File: config.mk
export PLATFORM = sky130hd
export DESIGN_NAME = dtm_uart_frame_parser_flat
export DESIGN_NICKNAME = d
export VERILOG_FILES = /design/src/rtl/uart_pkg.sv /design/src/rtl/dtm_uart_frame_parser_if.sv /design/src/rtl/dtm_uart_idle_timer.sv /design/src/rtl/dtm_uart_frame_parser.sv /design/src/flat_wrapper.sv
export SDC_FILE = /design/constraint.sdc
export NUM_CORES = 1
export LEC_CHECK = 0
export BUFFER_PORTS_ARGS = -buffer_cell sky130_fd_sc_hd__buf_2
export CORE_MARGIN = 2
export CORE_UTILIZATION = 45
export CTS_BUF_LIST = sky130_fd_sc_hd__clkbuf_4 sky130_fd_sc_hd__clkbuf_8
export DETAILED_ROUTE_END_ITERATION = 8
export PLACE_DENSITY_LB_ADDON = 0.2
export SLEW_MARGIN = 30
export SYNTH_ARGS = -nofsm -noshare
export SYNTH_HDL_FRONTEND = slang
export SYNTH_SLANG_ARGS = --single-unit
File: constraint.sdc
create_clock -name CLK_I -period 1.97 [get_ports CLK_I]
set_clock_uncertainty 0.15 [all_clocks]
set_input_delay 0.2955 -clock CLK_I [delete_from_list [all_inputs] [get_ports CLK_I]]
set_output_delay 0.2955 -clock CLK_I [all_outputs]
set_load 0.01 [all_outputs]
File: src/rtl/uart_pkg.sv
// Shared types for the UART debug-transport frame parser.
//   cmd_e   : command field carried in the frame header (bits [7:5])
//   err_e   : code reported on ERR_CODE_O while ERR_O pulses
//   state_e : parser FSM state, also exported on the debug port
package uart_pkg;

  typedef enum logic [2:0] {
    NOP   = 3'd0,
    READ  = 3'd1,
    WRITE = 3'd2,
    RESET = 3'd3
  } cmd_e;

  typedef enum logic [1:0] {
    BAD_CMD  = 2'd0,
    BAD_ADDR = 2'd1,
    RESYNC   = 2'd2,
    TIMEOUT  = 2'd3
  } err_e;

  typedef enum logic [2:0] {
    S_IDLE    = 3'd0,
    S_HDR     = 3'd1,
    S_PAYLOAD = 3'd2,
    S_PAY_ESC = 3'd3,
    S_ISSUE   = 3'd4
  } state_e;

endpackage

File: src/rtl/dtm_uart_frame_parser_if.sv
// Byte-stream and request bundle of the frame parser.
//   slave  : parser side (consumes RX bytes, produces requests and errors)
//   master : environment side (UART receiver, channel logic)
// Handshake: a transfer happens on a rising clock edge where both valid and
// ready are high; a valid source holds its data stable until that edge, and
// valid never depends combinationally on ready.
interface dtm_uart_frame_parser_if #(
  parameter int DATA_W = 41
) ();
  logic              RX_VALID_I;
  logic [7:0]        RX_DATA_I;
  logic              RX_READY_O;
  logic              REQ_VALID_O;
  logic              REQ_READY_I;
  logic [2:0]        REQ_CMD_O;
  logic [4:0]        REQ_CH_O;
  logic [DATA_W-1:0] REQ_DATA_O;
  logic              ERR_O;
  logic [1:0]        ERR_CODE_O;

  modport slave (
    input  RX_VALID_I, RX_DATA_I, REQ_READY_I,
    output RX_READY_O, REQ_VALID_O, REQ_CMD_O, REQ_CH_O, REQ_DATA_O,
           ERR_O, ERR_CODE_O
  );

  modport master (
    output RX_VALID_I, RX_DATA_I, REQ_READY_I,
    input  RX_READY_O, REQ_VALID_O, REQ_CMD_O, REQ_CH_O, REQ_DATA_O,
           ERR_O, ERR_CODE_O
  );
endinterface

File: src/rtl/dtm_uart_idle_timer.sv
// Inter-byte idle counter for the frame parser (built only when
// DTM_UART_TIMEOUT_EN is defined).
//   clk_i, rst_ni : clock, synchronous active-low reset
//   run_i         : parser is inside a frame; counter is held at 0 otherwise
//   clr_i         : a byte transferred this cycle; restart counting
//   expire_o      : counter has reached TIMEOUT_CYCLES while running
module dtm_uart_idle_timer #(
  parameter int TIMEOUT_CYCLES = 4096
) (
  input  logic clk_i,
  input  logic rst_ni,
  input  logic run_i,
  input  logic clr_i,
  output logic expire_o
);
  localparam int              CW    = $clog2(TIMEOUT_CYCLES + 1);
  localparam logic [CW-1:0]   LIMIT = CW'(TIMEOUT_CYCLES);

  logic [CW-1:0] cnt_q, cnt_d;

  always_comb begin
    cnt_d = cnt_q;
    if (!run_i || clr_i) begin
      cnt_d = '0;
    end else if (cnt_q != LIMIT) begin
      cnt_d = cnt_q + 1'b1;
    end
  end

  always_ff @(posedge clk_i) begin
    if (!rst_ni) begin
      cnt_q <= '0;
    end else begin
      cnt_q <= cnt_d;
    end
  end

  // Gated by run_i so the saturated value cannot re-fire after leaving a frame.
  assign expire_o = run_i && (cnt_q == LIMIT);
endmodule

File: src/rtl/dtm_uart_frame_parser.sv
// Escape-framed command parser for the UART debug transport.
// Frame: ESC, header {cmd[7:5], addr[4:0]}, then NBYTES payload bytes (LSB
// first) for WRITE/RESET. ESC inside a payload is sent as ESC ESC; ESC
// followed by anything else abandons the frame and treats that byte as a new
// header. One request per frame is presented on the REQ_* handshake.
// Ports:
//   CLK_I, RST_NI : clock, synchronous active-low reset
//   bus           : RX byte stream in, request/error out (slave modport)
//   dbg_state_o   : current FSM state
// Optional feature: DTM_UART_TIMEOUT_EN adds an inter-byte timeout (error 3).
module dtm_uart_frame_parser
  import uart_pkg::*;
#(
  parameter logic [7:0] ESC            = 8'hB1,
  parameter int         NUM_CH         = 2,
  parameter int         DATA_W         = 41,
  parameter int         TIMEOUT_CYCLES = 4096
) (
  input  logic                    CLK_I,
  input  logic                    RST_NI,
  dtm_uart_frame_parser_if.slave  bus,
  output state_e                  dbg_state_o
);
  localparam int         NBYTES = (DATA_W + 7) / 8;
  localparam logic [3:0] K_LAST = 4'(NBYTES - 1);

  if (NUM_CH < 1 || NUM_CH > 32 || DATA_W < 1 || DATA_W > 64 || TIMEOUT_CYCLES < 1) begin : g_bad_param
    $error("dtm_uart_frame_parser: parameter out of range");
  end

  state_e            state_q, state_d;
  logic [3:0]        k_q, k_d;
  logic [DATA_W-1:0] data_q, data_d;
  cmd_e              cmd_q, cmd_d;
  logic [4:0]        ch_q, ch_d;
  logic              err_q, err_d;
  err_e              err_code_q, err_code_d;
  logic              rx_ready_q, rx_ready_d;
  logic              req_valid_q, req_valid_d;

  logic rx_fire, is_esc, decode, resync, store, expire;
  cmd_e hdr_cmd;
  logic hdr_cmd_ok, hdr_addr_ok;

  assign rx_fire     = bus.RX_VALID_I && rx_ready_q;
  assign is_esc      = (bus.RX_DATA_I == ESC);
  assign hdr_cmd     = cmd_e'(bus.RX_DATA_I[7:5]);
  assign hdr_cmd_ok  = hdr_cmd inside {READ, WRITE, RESET};
  assign hdr_addr_ok = int'(bus.RX_DATA_I[4:0]) < NUM_CH;

`ifdef DTM_UART_TIMEOUT_EN
  dtm_uart_idle_timer #(
    .TIMEOUT_CYCLES (TIMEOUT_CYCLES)
  ) u_idle_timer (
    .clk_i    (CLK_I),
    .rst_ni   (RST_NI),
    .run_i    (state_q inside {S_HDR, S_PAYLOAD, S_PAY_ESC}),
    .clr_i    (rx_fire),
    .expire_o (expire)
  );
`else
  assign expire = 1'b0;
`endif

  always_comb begin
    state_d    = state_q;
    k_d        = k_q;
    data_d     = data_q;
    cmd_d      = cmd_q;
    ch_d       = ch_q;
    err_d      = 1'b0;
    err_code_d = err_code_q;
    decode     = 1'b0;
    resync     = 1'b0;
    store      = 1'b0;

    unique case (state_q)
      S_IDLE:    if (rx_fire && is_esc) state_d = S_HDR;
      S_HDR:     if (rx_fire && !is_esc) decode = 1'b1;
      S_PAYLOAD: begin
        if (rx_fire) begin
          if (is_esc) state_d = S_PAY_ESC;
          else        store   = 1'b1;
        end
      end
      S_PAY_ESC: begin
        if (rx_fire) begin
          if (is_esc) begin
            store   = 1'b1;
            state_d = S_PAYLOAD;
          end else begin
            resync = 1'b1;
            decode = 1'b1;
          end
        end
      end
      S_ISSUE:   if (bus.REQ_READY_I) state_d = S_IDLE;
      default:   state_d = S_IDLE;
    endcase

    // Header decode, shared by HDR and the resync path. A resync already
    // reports code 2, so a bad resync header only drops back to IDLE.
    if (decode) begin
      state_d = S_IDLE;
      if (resync) begin
        err_d      = 1'b1;
        err_code_d = RESYNC;
      end
      if (!hdr_cmd_ok) begin
        if (!resync) begin
          err_d      = 1'b1;
          err_code_d = BAD_CMD;
        end
      end else if (!hdr_addr_ok) begin
        if (!resync) begin
          err_d      = 1'b1;
          err_code_d = BAD_ADDR;
        end
      end else begin
        cmd_d   = hdr_cmd;
        ch_d    = bus.RX_DATA_I[4:0];
        data_d  = '0;
        k_d     = '0;
        state_d = (hdr_cmd == READ) ? S_ISSUE : S_PAYLOAD;
      end
    end

    // Payload byte k lands in bits [8k +: 8]; bits at DATA_W and up drop out.
    if (store) begin
      for (int i = 0; i < DATA_W; i++) begin
        if ((i / 8) == int'(k_q)) data_d[i] = bus.RX_DATA_I[i % 8];
      end
      if (k_q == K_LAST) state_d = S_ISSUE;
      else               k_d     = k_q + 4'd1;
    end

    // A byte arriving on the expiry cycle counts as activity and wins.
    if (!rx_fire && expire) begin
      state_d    = S_IDLE;
      err_d      = 1'b1;
      err_code_d = TIMEOUT;
    end

    rx_ready_d  = (state_d != S_ISSUE);
    req_valid_d = (state_d == S_ISSUE);
  end

  always_ff @(posedge CLK_I) begin
    if (!RST_NI) begin
      state_q     <= S_IDLE;
      k_q         <= '0;
      data_q      <= '0;
      cmd_q       <= NOP;
      ch_q        <= '0;
      err_q       <= 1'b0;
      err_code_q  <= BAD_CMD;
      rx_ready_q  <= 1'b1;
      req_valid_q <= 1'b0;
    end else begin
      state_q     <= state_d;
      k_q         <= k_d;
      data_q      <= data_d;
      cmd_q       <= cmd_d;
      ch_q        <= ch_d;
      err_q       <= err_d;
      err_code_q  <= err_code_d;
      rx_ready_q  <= rx_ready_d;
      req_valid_q <= req_valid_d;
    end
  end

  assign bus.RX_READY_O  = rx_ready_q;
  assign bus.REQ_VALID_O = req_valid_q;
  assign bus.REQ_CMD_O   = cmd_q;
  assign bus.REQ_CH_O    = ch_q;
  assign bus.REQ_DATA_O  = data_q;
  assign bus.ERR_O       = err_q;
  assign bus.ERR_CODE_O  = err_code_q;
  assign dbg_state_o     = state_q;
endmodule

File: src/flat_wrapper.sv
// flat-port wrapper written by rule: the top's interface ports become plain ports
module dtm_uart_frame_parser_flat import uart_pkg::*;
#(
  parameter logic [7:0] ESC            = 8'hB1,
  parameter int         NUM_CH         = 2,
  parameter int         DATA_W         = 41,
  parameter int         TIMEOUT_CYCLES = 4096
)
  (CLK_I, RST_NI, dbg_state_o, bus_RX_VALID_I, bus_RX_DATA_I, bus_REQ_READY_I, bus_RX_READY_O, bus_REQ_VALID_O, bus_REQ_CMD_O, bus_REQ_CH_O, bus_REQ_DATA_O, bus_ERR_O, bus_ERR_CODE_O);
  dtm_uart_frame_parser_if #(.DATA_W(DATA_W)) bus_i ();
  input  logic CLK_I;
  input  logic RST_NI;
  output state_e dbg_state_o;
  input wire logic [$bits(bus_i.RX_VALID_I)-1:0] bus_RX_VALID_I;
  input wire logic [$bits(bus_i.RX_DATA_I)-1:0] bus_RX_DATA_I;
  input wire logic [$bits(bus_i.REQ_READY_I)-1:0] bus_REQ_READY_I;
  output wire logic [$bits(bus_i.RX_READY_O)-1:0] bus_RX_READY_O;
  output wire logic [$bits(bus_i.REQ_VALID_O)-1:0] bus_REQ_VALID_O;
  output wire logic [$bits(bus_i.REQ_CMD_O)-1:0] bus_REQ_CMD_O;
  output wire logic [$bits(bus_i.REQ_CH_O)-1:0] bus_REQ_CH_O;
  output wire logic [$bits(bus_i.REQ_DATA_O)-1:0] bus_REQ_DATA_O;
  output wire logic [$bits(bus_i.ERR_O)-1:0] bus_ERR_O;
  output wire logic [$bits(bus_i.ERR_CODE_O)-1:0] bus_ERR_CODE_O;
  assign bus_i.RX_VALID_I = bus_RX_VALID_I;
  assign bus_i.RX_DATA_I = bus_RX_DATA_I;
  assign bus_i.REQ_READY_I = bus_REQ_READY_I;
  assign bus_RX_READY_O = bus_i.RX_READY_O;
  assign bus_REQ_VALID_O = bus_i.REQ_VALID_O;
  assign bus_REQ_CMD_O = bus_i.REQ_CMD_O;
  assign bus_REQ_CH_O = bus_i.REQ_CH_O;
  assign bus_REQ_DATA_O = bus_i.REQ_DATA_O;
  assign bus_ERR_O = bus_i.ERR_O;
  assign bus_ERR_CODE_O = bus_i.ERR_CODE_O;
  dtm_uart_frame_parser #(.ESC(ESC), .NUM_CH(NUM_CH), .DATA_W(DATA_W), .TIMEOUT_CYCLES(TIMEOUT_CYCLES)) u_core (.CLK_I(CLK_I), .RST_NI(RST_NI), .bus(bus_i), .dbg_state_o(dbg_state_o));
endmodule
==> results of run 1 <==
[report_power, final]
part           total, uW  internal [uW]  switching (uW)  leakage, uW
sequential          1230           1230          0.0704     0.000491
combinational       98.0           33.2            64.8     0.000954
clock               1150            689             461     0.000105
total               2480           1950             526      0.00155
[sequential cells by signal, summed over array words and instances (netlist names)]
signal and count:
u_core.bus.REQ_DATA_O 41, u_core.bus.REQ_CH_O 5, u_core.k_q 4, u_core.bus.REQ_CMD_O 3
u_core.dbg_state_o 3, u_core.bus.ERR_CODE_O 2, u_core.bus.ERR_O 1, u_core.bus.REQ_VALID_O 1
u_core.bus.RX_READY_O 1
[critical path, stage by stage]
cell and delay [ns]:
buf_2 0.11, or4b_4 0.56, or3_4 0.39, and4_2 0.26, buf_12 0.15, mux2i_1 0.15, nor2_1 0.06
[through the flow]
step | cells | area [um^2] | hold slack, ns | power [uW]
3_5_place_dp | 434 | 3250 | 0.313 | 1360
3_3_place_gp | 434 | 3250 | 0.305 | 1360
6_report | 448 | 3470 | 0.159 | 2480
5_1_grt | 448 | 3470 | 0.182 | 2560
4_1_cts | 448 | 3450 | 0.157 | 2500
2_1_floorplan | 288 | 2770 | 0.288 | 1310
[area by class of cell]
type	instances	area share, %
clock buffer	13	4.97
clock inverter	1	0.865
inverter	3	0.324
multi-input combinational	202	40.0
sequential	61	35.2
tap	75	2.70
timing repair buffer	93	15.9
[cell families after synthesis]
family | after synthesis | synth area share (%)
DFF | 61 | 44.5
and+or+nand+nor | 138 | 27.5
buffers and inverters | 25 | 6.06
adders and majority gates | 4 | 1.82
AOI/OAI and AO/OA | 16 | 4.15
muxes | 44 | 16.0
[what timing repair did]
action	in CTS	in global routing
resized for setup	1	5
gates cloned	0	0
hold endpoints to repair	0	0
endpoints found under the setup margin	8	12
[per-layer routing]
layer / up-vias / share of wire (%)
li1: 1152 / -
met1: 1093 / 47
met3: 10 / 4.9
met4: 0 / 1.6
met2: 72 / 46
met5: - / 0
[placed cells by master, fill, tap and decap left out, drive strengths merged, types with 6 or more instances in the layout]
| cell type | netlist | final |
|---|---|---|
| and2 | 32 | 32 |
| nand3 | 14 | 14 |
| buf | 6 | 93 |
| clkbuf | 14 | 13 |
| dfxtp | 61 | 61 |
| nand2 | 14 | 14 |
| mux2i | 44 | 44 |
| and3 | 6 | 6 |
| nor3 | 7 | 7 |
| nor2 | 42 | 42 |
[worst paths after layout]
path / to / slack [ns] / start / cells past startpoint
max: u_core.bus.REQ_DATA_O[19] / 0.06 / bus_RX_DATA_I[1] / 7
min: u_core.bus.RX_READY_O / 0.16 / RST_NI / 2
max reg2reg: u_core.bus.REQ_DATA_O[15] / 0.07 / u_core.bus.RX_READY_O / 6
min reg2reg: u_core.bus.REQ_DATA_O[32] / 0.32 / u_core.bus.REQ_DATA_O[32] / 2
==> reports/metrics.cfg, run 1 <==
[outcome]
outcome = finished, final reports clean

[timing]
slew_headroom_pct = 61.5
fin_setup_tns_ns = 0
worst_pin_slew_ns = 0.570
timing_hold_violations_final = 0
finalCriticalPeriod_ns = 1.91
setup_violations = 0
grt_setup_unrepaired = true
finalCritPeriodShare_pct = 97.0
fin_ws_ns = 0.0597
slew_viol_final = 0
fmax_mhz = 523

[global_route]
overflow = 0
met1_usage_pct = 28.1
busiest_layer = met2
grt_pass1_vias = 2166
grt_antenna_before_repair = 0
use_met3_pct = 3.91
grt_max_degree = 40
grt_first_pass_wirelength_um = 10600
grt_usage_pct = 21.0
use_met2_pct = 33.1

[floorplanning]
core_area_mm2 = 0.00592
rows = 28
dieArea_mm2 = 0.00674
die_w_um = 82.1
die_y_um = 82.1
initial_core_util_pct = 46.4
pin_count = 69

[synth]
avgSynthCellArea_um2 = 9.54
synth_top_area_share_pct = 44.5
synth-edff-count = 0
yosysUniqueCellTypes = 38
syn_inst = 288
syn-cell-area_mm2 = 0.00275
synth_nets = 304
ys_ff_latch = 61
async_flop_share_pct = 0
synth_common_cells = dfxtp_1 (61), mux2i_1 (44), nor2_1 (42)
synth_ff_type = dfxtp_1
synth.area.top_cells = dfxtp_1 (44%), mux2i_1 (16%), and2_1 (7.3%)
post-synth-top-area-cell = dfxtp_1
synth_most_common_cell = dfxtp_1
synth_warnings = 0
ys_seq_area_share_pct = 44.5

[finish]
drive_above_1_share_pct = 33.0
fin_util_pct = 58.6
syn2layout_area_growth_pct = 26.4
fill_cells = 552
antenna_cells = 0
final_nets = 386
multiInputGateArea_mm2 = 0.00139
seq_area_mm2 = 0.00122

[power]
peakVddDrop_mv = 0.564
p_per_area_mw_per_mm2 = 715
p_leak_uw = 0.00155

[placement]
io_buffers = 68
dp_hpwl_um = 4550
place_ws_ns = -0.414
gp_congestion = 0.800

[drt]
vias = 2327
postRouteAntennaNets = 0
wl_um = 6710
drtIter0Drc = 87
post_drt_wl_per_cell_um = 15.0
viasPerCell = 5.19
route.detailed.drc = 0
firstDrtPassIters = 4

[clock_network]
clk_path_buf_depth = 2
insertion_delay_ns = 0.34
numCtsBuffers = 9
cts.sinks = 61
clkTransAtPathRegs_ns = 0.07
htreeDepth = 3
hold_buffers = 0
cts_setup_buffers = 0
clock-root-buffer = clkbuf_8
cts_tree = built

[setup_path]
crit_required_ns = 2.03
critical_path_class = in2reg
crit_arrival_ns = 1.97
cp-end-kind = flip-flop
startpoint_type = primary input
path_max_fanout = 8

[worst_hold_path]
worstHoldPathType = in2reg

[flow_run]
max_cap_violations = 0

Power figures use the tool's default switching activity.
==> inputs of run 2 (changes only) <==
==> constraint.sdc (replaced) <==
create_clock -name CLK_I -period 1.97 [get_ports CLK_I]
set_clock_uncertainty 0.15 [all_clocks]
set_input_delay 0 -clock CLK_I [delete_from_list [all_inputs] [get_ports CLK_I]]
set_output_delay 0 -clock CLK_I [all_outputs]
set_load 0.01 [all_outputs]
==> reports/metrics.cfg, run 2 (synthesis gave the netlist of run 1 again) <==
[clock_network]
cts_tree = built
clkTransAtPathRegs_ns = 0.07  ; about the same
htreeDepth = 3  ; unchanged
clock-root-buffer = clkbuf_8
clk_path_buf_depth = 2  ; unchanged
insertion_delay_ns = 0.32  ; -0.02 ns
numCtsBuffers = 9  ; unchanged
cts_setup_buffers = 0  ; unchanged
cts.sinks = 61  ; unchanged

[power]
p_leak_uw = 0.00157  ; +1.1%
total_power_uw = 2530  ; +1.9%
p_per_area_mw_per_mm2 = 718  ; +0.49%
peakVddDrop_mv = 0.395  ; -30%

[placement]
gp_congestion = 0.856  ; +7.0%
io_buffers = 68  ; unchanged
dp.cells = 427  ; -1.6%
dp_hpwl_um = 4650  ; +2.2%
place_area_mm2 = 0.00318  ; -2.2%

[setup_path]
cp-end-kind = flip-flop
timing.rr.end = u_core.bus.REQ_DATA_O[31]
crit_arrival_ns = 1.94  ; -0.03 ns
crit_required_ns = 2.04  ; about the same
reg2regPathDepth = 5  ; -1
reg2reg_slack_ns = 0.12  ; +0.05 ns
worstReg2RegStart = u_core.bus.RX_READY_O
startpoint_type = primary input
critical_path_class = in2reg
path_max_fanout = 7  ; -1

[finish]
multiInputGateArea_mm2 = 0.00138  ; -0.72%
syn2layout_area_growth_pct = 28.1
final_nets = 390  ; +1.0%
layout.cells.non_filler = 454  ; +1.3%
seq_area_mm2 = 0.00122  ; unchanged
final_cell_mix = buf_2 (68), dfxtp_1 (61), mux2i_1 (44), nor2_1 (42), and2_1 (32)
final_area_mm2 = 0.00352  ; +1.4%
drive_above_1_share_pct = 30.9  ; -2.1 points
fill_cells = 545  ; -1.3%
antenna_cells = 0  ; unchanged
layout_commonest_cell = buf_2
fin_util_pct = 59.4  ; +0.80 points
largest_reg_flops = 41  ; unchanged

[timing]
setup_violations = 0  ; unchanged
worst_pin_slew_ns = 0.484  ; -0.0858 ns
slew_headroom_pct = 67.3  ; +5.8 points
finalCriticalPeriod_ns = 1.88  ; -0.0334 ns
grt_setup_unrepaired = true
finalCritPeriodShare_pct = 95.3  ; -1.7 points
timing_hold_violations_final = 0  ; unchanged
fin_hold_ws_ns = 0.138  ; -0.0218 ns
slew_viol_final = 0  ; unchanged
fmax_mhz = 533  ; +1.8%

[drt]
postRouteAntennaNets = 0  ; unchanged
drtIter0Drc = 143  ; +64%
post_drt_wl_per_cell_um = 15.3  ; +2.0%
route.detailed.drc = 0  ; unchanged
vias = 2362  ; +1.5%
firstDrtPassIters = 4  ; unchanged
viasPerCell = 5.20  ; +0.16%
wl_um = 6940  ; +3.4%

[outcome]
outcome = finished, final reports clean

[global_route]
grt_first_pass_wirelength_um = 11200  ; +4.9%
grt_usage_pct = 22.1  ; +1.1 points
grt_pass1_vias = 2302  ; +6.3%
grt_max_degree = 44  ; +10%
grt_antenna_before_repair = 0  ; unchanged
overflow = 0  ; unchanged

[floorplanning]
pin_count = 69  ; unchanged
die_w_um = 82.1  ; unchanged
initial_core_util_pct = 46.4  ; unchanged
rows = 28  ; unchanged
core_area_mm2 = 0.00592  ; unchanged
dieArea_mm2 = 0.00674  ; unchanged
die_y_um = 82.1  ; unchanged

[flow_run]
max_cap_violations = 0  ; unchanged

[worst_hold_path]
hp-start = bus_RX_DATA_I[1]
worstHoldPathType = in2reg
min_delay_path_depth = 5  ; +3
min_to = u_core.bus.ERR_CODE_O[1]

run 2: cell count changes in the layout (fill, tap and decap cells not counted), sizes merged:
cell	delta
dlygate4sd3	+11
clkinv	+1
buf	-7
clkinvlp	+1
run 2: final cells by class:
cell class	instances	area share (%)
multi-input cells	202	39.2
flip-flops and latches	61	34.7
repair buffers	97	17.0
clock buffers	13	4.91
well taps	75	2.67
clock inverters	3	1.21
inverters	3	0.320
run 2: per-stage QoR:
step	setup TNS, ns	setup WS (ns)
after global placement	-0.486	-0.0620
after floorplan	0	0.142
final	0	0.0932
after CTS	0	0.0227
after detailed placement	-0.657	-0.0847
after global routing	-0.339	-0.0436
run 2: how the worst max path moves through the flow:
stage / slack (ns) / startpoint / endpoint
floorplan: 0.14 / u_core.dbg_state_o[1] / u_core.bus.REQ_DATA_O[10]
global placement: -0.06 / bus_RX_DATA_I[1] / u_core.bus.REQ_DATA_O[39]
detailed placement: -0.08 / bus_RX_DATA_I[1] / u_core.bus.REQ_DATA_O[39]
CTS: 0.02 / bus_RX_DATA_I[6] / u_core.bus.REQ_DATA_O[38]
global route: -0.04 / u_core.bus.RX_READY_O / u_core.bus.REQ_DATA_O[10]
finish: 0.09 / bus_RX_DATA_I[6] / u_core.bus.REQ_VALID_O
run 2: worst max-delay path, stage by stage:
cell,delay [ns]
dlygate4sd3_1,0.53
buf_2,0.13
nand4b_1,0.23
or3_4,0.43
nand2_1,0.10
nor3_1,0.05
buf_4,0.16
o31a_1,0.29
run 2: what timing repair did:
item | CTS | global route
hold buffers | 11 | 0
gates resized for setup | 1 | 3
setup endpoints to repair | 5 | 44
endpoints found under the hold margin | 39 | 0
cloned | 0 | 0
run 2: per-layer routing:
| layer | up-vias | share of wire, % | track usage [%] |
|---|---|---|---|
| met2 | 75 | 46 | 34.8 |
| met5 | - | 0 | 0 |
| li1 | 1160 | - | - |
| met3 | 10 | 5.8 | 4.89 |
| met1 | 1117 | 47 | 29.5 |
| met4 | 0 | 1.6 | 9.17 |
run 2: power breakdown:
group	switching, uW	internal, uW
clock network	479	701
logic	68.3	46.3
registers	0.0660	1230
total	547	1980
